===== config.mk =====
export PLATFORM = sky130hd
export DESIGN_NAME = if_fetch_stage
export DESIGN_NICKNAME = d
export VERILOG_FILES = /design/src/rtl/if_fetch_stage.sv
export SDC_FILE = /design/constraint.sdc
export NUM_CORES = 1
export LEC_CHECK = 0
export ABC_AREA = 1
export ABC_CLOCK_PERIOD_IN_PS = 2910
export BUFFER_PORTS_ARGS = -buffer_cell sky130_fd_sc_hd__clkbuf_2
export CORE_MARGIN = 3
export CORE_UTILIZATION = 49
export CTS_BUF_LIST = sky130_fd_sc_hd__clkbuf_16
export CTS_CLUSTER_DIAMETER = 80
export DETAILED_ROUTE_END_ITERATION = 12
export GPL_TIMING_DRIVEN = 0
export PLACE_DENSITY = 0.7
export SLEW_MARGIN = 20
export SYNTH_ARGS = -nofsm -noshare
export SYNTH_HDL_FRONTEND = slang
export SYNTH_SLANG_ARGS = --single-unit

===== constraint.sdc =====
create_clock -name clk -period 2.91 [get_ports clk]
set_clock_uncertainty 0.2 [all_clocks]
set_input_delay 0.4365 -clock clk [delete_from_list [all_inputs] [get_ports clk]]
set_output_delay 0.4365 -clock clk [all_outputs]
set_load 0.005 [all_outputs]

===== src/rtl/if_fetch_stage.sv =====
// Instruction-fetch stage: owns the fetch PC, issues req/ack fetches to a
// variable-latency instruction memory and buffers {pc+4, instr} pairs in a
// small FIFO whose head is presented to decode.
module if_fetch_stage #(
  parameter int unsigned DEPTH    = 2,
  parameter logic [31:0] RESET_PC = 32'h0
) (
  input  logic        clk,
  input  logic        rst,
  input  logic        freeze,
  input  logic        branch_taken,
  input  logic [31:0] branch_addr,
  output logic        imem_req,
  output logic [31:0] imem_addr,
  input  logic        imem_ack,
  input  logic [31:0] imem_rdata,
  output logic [31:0] pc,
  output logic [31:0] instr,
  output logic        valid
);

  localparam int unsigned AW = (DEPTH > 1) ? $clog2(DEPTH) : 1;
  localparam int unsigned CW = $clog2(DEPTH + 1);

  typedef enum logic [1:0] {
    S_IDLE,
    S_BUSY,
    S_DROP
  } state_t;

  state_t        r_state;
  logic          r_req;
  logic [31:0]   r_imem_addr;
  logic [31:0]   r_fetch_pc;
  logic [31:0]   r_fifo_pc    [DEPTH];
  logic [31:0]   r_fifo_instr [DEPTH];
  logic [AW-1:0] r_rd_ptr;
  logic [AW-1:0] r_wr_ptr;
  logic [CW-1:0] r_count;

  logic          w_valid;
  logic          w_pop;
  logic          w_push;
  logic          w_room;
  logic [CW-1:0] w_count_nxt;
  logic [31:0]   w_baddr;
  logic [31:0]   w_next_addr;
  logic          w_unused;

  assign w_valid     = (r_count != '0);
  assign w_pop       = w_valid & ~freeze & ~branch_taken;
  assign w_push      = (r_state == S_BUSY) & imem_ack & ~branch_taken;
  assign w_baddr     = {branch_addr[31:2], 2'b00};
  assign w_next_addr = r_imem_addr + 32'd4;
  assign w_unused    = ^branch_addr[1:0];

  // Occupancy after this cycle's flush/push/pop; room is judged on this value
  always_comb begin
    w_count_nxt = r_count;
    if (branch_taken) begin
      w_count_nxt = '0;
    end else begin
      w_count_nxt = r_count + CW'(w_push) - CW'(w_pop);
    end
  end

  assign w_room = (w_count_nxt < CW'(DEPTH));

  // Instruction buffer: flushed by a taken branch, otherwise push/pop
  always_ff @(posedge clk or negedge rst) begin
    if (!rst) begin
      r_rd_ptr <= '0;
      r_wr_ptr <= '0;
      r_count  <= '0;
      for (int unsigned i = 0; i < DEPTH; i++) begin
        r_fifo_pc[i]    <= '0;
        r_fifo_instr[i] <= '0;
      end
    end else begin
      r_count <= w_count_nxt;
      if (branch_taken) begin
        r_rd_ptr <= '0;
        r_wr_ptr <= '0;
      end else begin
        if (w_push) begin
          r_fifo_pc[r_wr_ptr]    <= w_next_addr;
          r_fifo_instr[r_wr_ptr] <= imem_rdata;
          r_wr_ptr               <= r_wr_ptr + AW'(1);
        end
        if (w_pop) begin
          r_rd_ptr <= r_rd_ptr + AW'(1);
        end
      end
    end
  end

  // Fetch FSM: request address is only loaded when a new request starts,
  // so it stays stable for the whole req/ack handshake (including DROP)
  always_ff @(posedge clk or negedge rst) begin
    if (!rst) begin
      r_state     <= S_IDLE;
      r_req       <= 1'b0;
      r_imem_addr <= RESET_PC;
      r_fetch_pc  <= RESET_PC;
    end else begin
      case (r_state)
        S_IDLE: begin
          if (branch_taken) begin
            r_fetch_pc <= w_baddr;
          end else if (w_room) begin
            r_imem_addr <= r_fetch_pc;
            r_state     <= S_BUSY;
            r_req       <= 1'b1;
          end
        end
        S_BUSY: begin
          if (branch_taken) begin
            r_fetch_pc <= w_baddr;
            if (imem_ack) begin
              r_state <= S_IDLE;
              r_req   <= 1'b0;
            end else begin
              r_state <= S_DROP;
            end
          end else if (imem_ack) begin
            r_fetch_pc <= w_next_addr;
            if (w_room) begin
              r_imem_addr <= w_next_addr;
            end else begin
              r_state <= S_IDLE;
              r_req   <= 1'b0;
            end
          end
        end
        S_DROP: begin
          if (branch_taken) begin
            r_fetch_pc <= w_baddr;
          end
          if (imem_ack) begin
            r_state <= S_IDLE;
            r_req   <= 1'b0;
          end
        end
        default: begin
          r_state <= S_IDLE;
          r_req   <= 1'b0;
        end
      endcase
    end
  end

  assign imem_req  = r_req;
  assign imem_addr = r_imem_addr;
  assign valid     = w_valid;
  assign pc        = w_valid ? r_fifo_pc[r_rd_ptr]    : '0;
  assign instr     = w_valid ? r_fifo_instr[r_rd_ptr] : '0;

  a_no_push_when_full: assert property (
    @(posedge clk) disable iff (!rst) !(w_push && (r_count == CW'(DEPTH)))
  );

endmodule


==> results.txt <==
GPL Wtd Cong - 0.931
Syn Std Cell Area - 0.00995 mm^2
CP peak stage delay - 0.69 ns
Internal power - 6.87 mW
N_diodes - 0
GR Overflow Total - 0
DRT iter0 DRCs - 851
Register share of total power - 41.6%
Clock Tree Root - clkbuf_16
# DRC - 0
Post-synth cell types - 28
Largest cells by area after synthesis - dfrtp_1 (50%), nand2_1 (18%), o21ai_0 (6.6%)
Crit-path leading delay family - flip-flops
Crit Path Class - reg -> out
Largest net degree at the start of global routing - 79
PortBufs - 164
Initial antenna violation count - 0
Via count - 9346
Global-route wire length before repair - 46800 um
Critical path arrival - 2.10 ns
Mapped Cells - 1341
Final wirelength - 29200 um
Worst Max-Slew Pin Slew - 0.665 ns
Yosys top cell area share - 50.1%
Worst-path clk slew - 0.08 ns
H-tree Lvls - 4
Post-synthesis sequential area ratio - 50.1%
Final antenna-violating net count - 0
Final Max Tran Viols - 0
Most common cell after layout, fill and taps aside - nand2_1
DR pass1 iterations - 6
Crit-path max FO - 14
Net Sw Frac - 41.7%
Critical-path cell list - clkbuf_1, nand2_1, a21oi_1, clkbuf_2
Tot Pwr - 11.8 mW
Rows - 51
Core area - 0.0197 mm^2
Mean Syn Cell Area - 7.42 um^2
Die height - 148 um
Vias in the first global route - 8688
Synth Warn # - 0
Comb power frac - 38.6%
Max Cap Viol - 0
Clk pwr share - 19.8%
Num CTS Buffers - 17
Maximum vdd drop - 0.000459 V
Tot GR Track Use - 26.5%
#FFs+latches synth - 199
Drt wl/cell - 16.2 um
Minimum clock period - 2.74 ns
Power per Cell Area - 1000 mW/mm^2
Total die area - 0.0220 mm^2
Hold WC Path Type - in -> reg
Fmax - 365 MHz
Crit path buffers/inverters - 2
Slowest-stage cell, CP - dfrtp_1
Hpwl dp - 21600 um
Fin nets - 1598
Worst Setup Start Kind - flop
Die W - 148 um
Met2 usage - 41.6%
Psw - 4.91 mW
CTS max path bufs - 2
Final worst path period share - 94.2%
Crit end category - output port
Layer with the highest usage - met2
Fin cells - 1804
Placed Cells - 1772
Starting Density - 50.5%
Met3 Usage GRT - 3.56%
Boundary pin count - 167
CTS tree - yes
Hold Vio Cnt, Final - 0
Vias per inst - 5.18
Outcome - complete, no violations
Worst Path Required - 2.27 ns
LEAKAGE - 5.99 nW
Clock insertion delay at the later pin of the skew report - 0.44 ns
Most frequent cells in the layout - nand2_1 (476), dfrtp_1 (199), clkbuf_2 (167)
RSZ-0062 raised after global routing - no
Synth area leader - dfrtp_1
CTS sink count - 199
Synthesized Nets - 1413
Relative slew slack - 55.6%
Final setup fails - 0
Layout area overhead - 18.4%
Fraction of layout cells with a size suffix above 1 - 16.6%
Global routing usage on met1 - 39.5%
cells in the mapped netlist:
master       n
inv_2        6
buf_1        3
o21ai_1      5
nor2_1     151
nor2_2       4
clkinv_1     1
o21ai_0    132
nand3_1     49
nand4_1      2
buf_2       20
a21oi_1     85
nor2_4       3
ha_1         3
or2_2        1
and2_1       2
o22ai_1      4
buf_4       13
nand2_1    477
buf_6        3
o21a_1       1
o21bai_1     3
a31oi_1     31
dfrtp_1    199
o2111ai_1    1
nand3b_1    10
inv_1       94
xor2_1       6
clkbuf_1    32
tightest hold or removal path, delay by kind of cell:
family / cells / cell delay [ns]
and+or+nand+nor: 1 / 0.04
AOI/OAI and AO/OA: 1 / 0.06
buffers and inverters: 1 / 0.09
per-layer routing:
metal / up-vias / share of wire (%)
met1: 4306 / 46
met5: - / 0
met3: 20 / 7.2
met4: 0 / 1.1
li1: 4643 / -
met2: 377 / 46
layout make-up:
type / count / area (um^2)
inverter: 101 / 380
multi-input combinational: 970 / 4240
timing repair buffer: 168 / 902
tap: 265 / 332
clock buffer: 17 / 425
sequential: 199 / 4980
clock inverter: 15 / 146
buffer: 69 / 368
fill: 1874 / 7940
final timing paths:
path	from	endpoint	slack (ns)	cells past startpoint
max	r_rd_ptr$_DFFE_PN0P_	pc[29]	0.17	4
min	imem_rdata[29]	r_fifo_instr[29]$_DFFE_PN0P_	0.02	3
max reg2reg	r_state[1]$_DFFE_PN0P_	imem_addr[15]$_DFFE_PN0P_	0.23	15
min reg2reg	r_fifo_instr[36]$_DFFE_PN0P_	r_fifo_instr[36]$_DFFE_PN0P_	0.27	2
max in group asynchronous	rst	imem_addr[22]$_DFFE_PN0P_	1.32	3
min in group asynchronous	rst	r_fifo_instr[26]$_DFFE_PN0P_	0.39	2
power groups by stage:
stage	logic, mW	registers, mW	clock network (mW)
3_5_place_dp	4.47	4.91	0
4_1_cts	4.51	4.87	2.35
3_3_place_gp	4.36	4.88	0
2_1_floorplan	2.98	4.69	0
5_1_grt	5.21	5.04	2.47
6_report	4.55	4.90	2.34
repair_timing:
item	in CTS	in global routing
buffers inserted	0	1
hold endpoints to repair	76	0
hold buffers	1	0
cloned	0	0
pin swaps	0	1
resized for setup	5	8
setup endpoints to repair	46	37
through the flow:
stage               setup slack (ns)  hold slack [ns]  TNS (ns)  util, %  instance area, um^2
finish                         0.169           0.0199         0     59.7                11800
global route                 0.00389           0.0290         0     59.7                11800
CTS                           0.0847           0.0139         0     59.6                11800
detailed placement           -0.0676            0.253    -0.276     56.6                11200
global placement               -2.70            0.248   -532.84     56.3                11100
floorplan                      0.512          -0.0591         0        -                 9950
logic make-up after synthesis:
| group | count (synthesis) | synth area share [%] |
|---|---|---|
| AND/OR/NAND/NOR | 699 | 27.8 |
| AO/OA/AOI/OAI | 262 | 13.8 |
| flip-flops | 199 | 50.1 |
| buffers and inverters | 172 | 7.46 |
| XOR/XNOR | 6 | 0.528 |
| adder cells (fa/ha/maj) | 3 | 0.377 |
flip-flops by register name, indices dropped and copies added, names as in the netlist:
name / flops
imem_req: 1
r_fetch_pc: 32
r_fifo_pc: 64
r_count: 2
r_state: 2
imem_addr: 32
r_rd_ptr: 1
r_fifo_instr: 64
r_wr_ptr: 1
Power figures use the tool's default switching activity.
